## src/rtl/connect4_board_engine.sv

```systemverilog
// Connect-4 board engine: stores the board, accepts drops for the player to move and runs a
// fixed-length 24-cycle line scan around the newest piece, followed by a one-cycle report.
// Optional display read port enabled by defining CONNECT4_READ_PORT_EN.
module connect4_board_engine #(
  parameter int ROWS = 6,
  parameter int COLS = 7
) (
  input  logic       clk,
  input  logic       reset,
  input  logic [1:0] current_state,
  input  logic       drop,
  input  logic [2:0] column,
  output logic [1:0] in_game_status,
  output logic       invalid_column,
  output logic       player_turn,
  output logic       busy,
  input  logic [2:0] rd_row,
  input  logic [2:0] rd_col,
  output logic [1:0] rd_cell
);

  localparam int RW = $clog2(ROWS);
  localparam int CW = $clog2(COLS);
  localparam int HW = $clog2(ROWS + 1);
  localparam int TW = $clog2(ROWS * COLS + 1);
  localparam logic [3:0]    RowsL      = 4'(ROWS);
  localparam logic [3:0]    ColsL      = 4'(COLS);
  localparam logic [HW-1:0] HeightFull = HW'(ROWS);
  localparam logic [TW-1:0] CellsAll   = TW'(ROWS * COLS);

  typedef enum logic [1:0] {StIdle, StScan, StReport} state_e;

  state_e        state_q, state_d;
  logic [1:0]    board_q [ROWS][COLS];
  logic [1:0]    board_d [ROWS][COLS];
  logic [HW-1:0] height_q [COLS];
  logic [HW-1:0] height_d [COLS];
  logic [TW-1:0] total_q, total_d;
  logic [1:0]    status_q, status_d;
  logic          inv_q, inv_d, turn_q, turn_d;
  logic [2:0]    base_r_q, base_r_d, base_c_q, base_c_d;
  logic [1:0]    dir_q, dir_d;
  logic [2:0]    k_q, k_d, run_q, run_d;
  logic          stop_q, stop_d, win_q, win_d;

  logic [1:0]    owner;
  logic [4:0]    br, bc, off, pr, pc;
  logic          fwd, first, on_board, ext, col_ok, eligible;
  logic [2:0]    run_n;
  logic [HW-1:0] col_h;

  // Probe cell for the current scan step; coordinates are 5-bit two's complement so bit 4
  // flags a negative (off-board) position.
  always_comb begin
    owner = turn_q ? 2'b10 : 2'b01;
    br    = {2'b00, base_r_q};
    bc    = {2'b00, base_c_q};
    fwd   = (k_q < 3'd3);
    first = (k_q == 3'd0) || (k_q == 3'd3);
    off   = fwd ? ({2'b00, k_q} + 5'd1) : ({2'b00, k_q} - 5'd2);
    pr    = br;
    pc    = bc;
    case (dir_q)
      2'd0: pc = fwd ? bc + off : bc - off;
      2'd1: pr = fwd ? br + off : br - off;
      2'd2: begin
        pr = fwd ? br + off : br - off;
        pc = fwd ? bc + off : bc - off;
      end
      default: begin
        pr = fwd ? br + off : br - off;
        pc = fwd ? bc - off : bc + off;
      end
    endcase
    on_board = !pr[4] && !pc[4] && (pr[3:0] < RowsL) && (pc[3:0] < ColsL);
    ext      = on_board && (first || !stop_q) &&
               (board_q[pr[RW-1:0]][pc[CW-1:0]] == owner);
    run_n    = ((k_q == 3'd0) ? 3'd0 : run_q) + {2'b00, ext};
    col_ok   = ({1'b0, column} < ColsL);
    col_h    = height_q[column[CW-1:0]];
    eligible = (state_q == StIdle) && drop && (status_q == 2'b00) &&
               (current_state == {turn_q, ~turn_q});
  end

  // Next-state logic for the board, counters and the IDLE/SCAN/REPORT sequencer.
  always_comb begin
    state_d  = state_q;
    board_d  = board_q;
    height_d = height_q;
    total_d  = total_q;
    status_d = status_q;
    inv_d    = inv_q;
    turn_d   = turn_q;
    base_r_d = base_r_q;
    base_c_d = base_c_q;
    dir_d    = dir_q;
    k_d      = k_q;
    run_d    = run_q;
    stop_d   = stop_q;
    win_d    = win_q;
    unique case (state_q)
      StIdle: begin
        if (eligible) begin
          if (!col_ok || (col_h == HeightFull)) begin
            inv_d = 1'b1;
          end else begin
            board_d[col_h[RW-1:0]][column[CW-1:0]] = owner;
            height_d[column[CW-1:0]] = col_h + 1'b1;
            total_d  = total_q + 1'b1;
            inv_d    = 1'b0;
            base_r_d = 3'(col_h);
            base_c_d = column;
            dir_d    = 2'd0;
            k_d      = 3'd0;
            run_d    = 3'd0;
            stop_d   = 1'b0;
            win_d    = 1'b0;
            state_d  = StScan;
          end
        end
      end
      StScan: begin
        run_d  = run_n;
        stop_d = !ext;
        if (k_q == 3'd5) begin
          if (run_n >= 3'd3) win_d = 1'b1;
          k_d   = 3'd0;
          dir_d = dir_q + 2'd1;
          if (dir_q == 2'd3) state_d = StReport;
        end else begin
          k_d = k_q + 3'd1;
        end
      end
      StReport: begin
        state_d = StIdle;
        if (win_q) begin
          status_d = 2'b01;
        end else if (total_q == CellsAll) begin
          status_d = 2'b10;
        end else begin
          status_d = 2'b00;
          turn_d   = ~turn_q;
        end
      end
      default: state_d = StIdle;
    endcase
  end

  // State registers; reset aborts any scan in flight.
  always_ff @(posedge clk or posedge reset) begin
    if (reset) begin
      state_q  <= StIdle;
      board_q  <= '{default: '0};
      height_q <= '{default: '0};
      total_q  <= '0;
      status_q <= 2'b00;
      inv_q    <= 1'b0;
      turn_q   <= 1'b0;
      base_r_q <= 3'd0;
      base_c_q <= 3'd0;
      dir_q    <= 2'd0;
      k_q      <= 3'd0;
      run_q    <= 3'd0;
      stop_q   <= 1'b0;
      win_q    <= 1'b0;
    end else begin
      state_q  <= state_d;
      board_q  <= board_d;
      height_q <= height_d;
      total_q  <= total_d;
      status_q <= status_d;
      inv_q    <= inv_d;
      turn_q   <= turn_d;
      base_r_q <= base_r_d;
      base_c_q <= base_c_d;
      dir_q    <= dir_d;
      k_q      <= k_d;
      run_q    <= run_d;
      stop_q   <= stop_d;
      win_q    <= win_d;
    end
  end

  assign in_game_status = status_q;
  assign invalid_column = inv_q;
  assign player_turn    = turn_q;
  assign busy           = (state_q != StIdle);

`ifdef CONNECT4_READ_PORT_EN
  // Display read port; out-of-range coordinates read as empty.
  always_comb begin
    rd_cell = 2'b00;
    if (({1'b0, rd_row} < RowsL) && ({1'b0, rd_col} < ColsL)) begin
      rd_cell = board_q[rd_row[RW-1:0]][rd_col[CW-1:0]];
    end
  end
`else
  logic unused_rd;
  assign unused_rd = ^{rd_row, rd_col};
  assign rd_cell   = 2'b00;
`endif

endmodule

```

## config.mk

```make
export PLATFORM = sky130hd
export DESIGN_NAME = connect4_board_engine
export DESIGN_NICKNAME = d
export VERILOG_FILES = /design/src/rtl/connect4_board_engine.sv
export SDC_FILE = /design/constraint.sdc
export NUM_CORES = 1
export LEC_CHECK = 0
export ABC_AREA = 1
export CAP_MARGIN = 15
export CORE_UTILIZATION = 65
export CTS_CLUSTER_SIZE = 10
export DETAILED_ROUTE_END_ITERATION = 10
export PLACE_DENSITY = 0.83
export SYNTH_ARGS = -nofsm -noshare
export SYNTH_HDL_FRONTEND = slang
export SYNTH_SLANG_ARGS = --single-unit
```

## constraint.sdc

```tcl
create_clock -name clk -period 8.57 [get_ports clk]
set_input_delay 0.857 -clock clk [delete_from_list [all_inputs] [get_ports clk]]
set_output_delay 0.857 -clock clk [all_outputs]
set_load 0.05 [all_outputs]
```

==> summary.txt <==
Run status
  • Status: finished clean

STA
  • Rel. slew slack: 0.374
  • Final Critical Period: 5.66 ns
  • Max-slew violation count: 0
  • Period Utilization, post-route: 0.660
  • Worst Max-Slew Pin Slew: 0.935 ns
  • Final Skew: 0.00823 ns
  • Final setup margin: 2.91 ns
  • FMAX: 177 MHz
  • Setup TNS: 0 ns
  • Setup-failing EPs final: 0
  • RSZ-0062 raised after global routing: false
  • Hold Vio Cnt, Final: 0

Synth
  • Post-synth ARST share: 1.00
  • Synth Instances: 945
  • Post-synth EDFFs: 0
  • Distinct cell type count after synthesis: 43
  • Sequential area share after synthesis: 0.436
  • Average size of a mapped cell: 8.07 um^2
  • Synth warn: 0
  • Syn Std Cell Area: 7630 um^2
  • Yosys reg bits: 133
  • Dominant synthesized flop cell: dfrtp_1

Power
  • P_leak: 0.00384 uW
  • Peak VDD IR: 160 uV
  • Power per Cell Area: 175 nW/um^2

Drt
  • DRT antenna net count: 0
  • WL per Instance: 16.3 um
  • Total wire length: 18000 um
  • DR vias/cell: 5.81
  • Via count: 6418
  • DRT iter0 DRCs: 617
  • DRC viols: 0
  • First-pass DRT Iterations: 6

Placed design
  • Placed wire-length estimate: 11500 um
  • DP Worst Slack: 3.09 ns
  • IO buf count: 12
  • Placer Congestion: 0.898

Critical path
  • Max FO, Critical Path: 22
  • Worst EP required: 8.91 ns
  • Worst R2R Setup Slack: 2.91 ns
  • Worst r2r src: k_q[0]
  • Crit-path slowest cell: nand2_1
  • Setup CP Type: reg2reg
  • Startpoint Class: register
  • Slowest Stage Delay on Critical Path: 0.66 ns
  • Worst Path Arrival: 6.00 ns
  • R2r endpoint: win_q
  • Endpoint type of the worst setup path: register
  • R2R cell count: 32
  • Critical Path Most Common Cell: nand2_1

Final layout
  • Net count, final: 991
  • ANT cells: 0
  • Most frequent cells in the layout: nand2_1 (260), dfrtp_1 (133), nand3_1 (82)
  • Commonest non-fill, non-tap cell in the layout: nand2_1
  • Fraction of layout cells with a size suffix above 1: 0.118
  • Syn-to-layout area delta: 9.84%

Clocking
  • Clock Latency Late Sink: 0.43 ns
  • Total CTS buffers: 17
  • Post-CTS setup buffer count: 0
  • Clock sinks: 133
  • Root Buffer: clkbuf_16
  • H-tree levels: 4
  • Post-CTS sizing: 0
  • Clock slew at reported path FFs: 0.05 ns
  • CTS tree: done
  • Clock tree buffer depth: 2
  • Cts hold-fix bufs: 0

Job
  • Max cap viols: 0

Floorplan
  • # rows: 39
  • Initial cell density of the core: 0.668
  • Io pins: 21
  • Die Area: 12200 um^2
  • Die W: 110 um
  • Die Span Y: 110 um
  • Core Box Area: 11400 um^2

Global route
  • Largest net degree at the start of global routing: 69
  • Vias in the first global route: 6020
  • GRT overflow: 0
  • First-pass GRT wire length: 29600 um
  • Initial antenna violation count: 0
  • Tot GR Track Use: 0.325

Min path
  • Min-Delay Path Class: reg2reg
  • Min-Delay Endpoint: height_q[19]
  • Hold_sp: height_q[19]
  • Hold path depth: 2
[state kept, by name (all words and copies together) (netlist names)]
name            flops
stop_q              1
win_q               1
board_q            84
total_q             6
player_turn         1
base_r_q            3
run_q               3
invalid_column      1
k_q                 3
dir_q               2
base_c_q            3
in_game_status      2
height_q           21
state_q             2
[cells in the mapped netlist (3+ instances only)]
cell type  number  share of area
nand2_1       260           0.13
dfrtp_1       133           0.44
nand3_1        82          0.054
inv_1          76          0.037
o21ai_0        68          0.045
nor2_1         66          0.032
o21ai_1        57          0.037
nand3_2        37          0.049
ha_1           26          0.043
a21oi_1        22          0.014
clkbuf_1       11         0.0054
nand2_2        11         0.0090
buf_4           9         0.0089
inv_2           8         0.0039
buf_6           7          0.010
xnor2_1         6         0.0069
xor2_1          6         0.0069
buf_2           5         0.0033
nor2_8          5          0.013
o21a_1          5         0.0049
inv_4           4         0.0033
nor3_1          4         0.0026
o211ai_1        4         0.0039
fa_1            3         0.0079
nor2_2          3         0.0025
nor2_4          3         0.0044
o22ai_1         3         0.0025
[layer usage]
metal / track usage / wire length (um) / vias to the layer above
met3: 0.0653 / 1150 / 38
met1: 0.433 / 7810 / 3070
met4: 0.137 / 391 / 0
met5: 0 / 0 / -
li1: - / - / 3084
met2: 0.521 / 8640 / 226
[worst max path at each step]
stage | start | endpoint | depth (start not counted)
2_1_floorplan | reset | base_c_q[0] | 1
3_3_place_gp | k_q[0] | win_q | 32
3_5_place_dp | k_q[0] | win_q | 28
4_1_cts | k_q[0] | win_q | 32
5_1_grt | k_q[0] | win_q | 32
6_report | k_q[0] | win_q | 32
[where the power goes]
part | switching, uW | internal, uW
Clock | 265 | 515
Combinational | 46.2 | 10.8
Sequential | 0 | 628
Total | 311 | 1150
[through the flow]
| step | hold slack [ns] | std cells | total power [uW] | cell area [um^2] | utilization |
|---|---|---|---|---|---|
| 2_1_floorplan | 0.430 | 946 | 682 | 7630 | - |
| 3_3_place_gp | 0.443 | 1072 | 696 | 7740 | 0.678 |
| 3_5_place_dp | 0.462 | 1072 | 696 | 7740 | 0.678 |
| 4_1_cts | 0.473 | 1104 | 1470 | 8380 | 0.734 |
| 5_1_grt | 0.484 | 1104 | 1500 | 8380 | 0.734 |
| 6_report | 0.474 | 1104 | 1470 | 8380 | 0.734 |
[final cells by class]
cell class	count	area (um^2)
Tap cell	143	179
Inverter	90	350
Multi-Input combinational cell	691	3740
Sequential cell	133	3330
Fill cell	844	3040
Clock inverter	9	148
Clock buffer	23	488
Timing Repair Buffer	15	143
[logic make-up (layout without fill, tap and decap cells)]
family,after synthesis,after routing,share of synthesized area
and+or+nand+nor,479,479,0.304
AOI/OAI and AO/OA,168,168,0.120
adders and majority gates,29,29,0.0505
DFF,133,133,0.436
muxes,1,1,0.00131
other,1,2,0.000492
xor gates and xnor gates,12,12,0.0138
buffers and inverters,122,137,0.0735
[critical path, delay by kind of cell (launching register included)]
kind / cells / cell delay [ns]
buf+inv: 7 / 0.92
compound gates: 5 / 1.00
flops: 1 / 0.49
fa+ha+maj: 6 / 1.52
simple gates: 13 / 1.47
xor+xnor: 1 / 0.16
No activity file was read; power rests on OpenSTA's default activity.
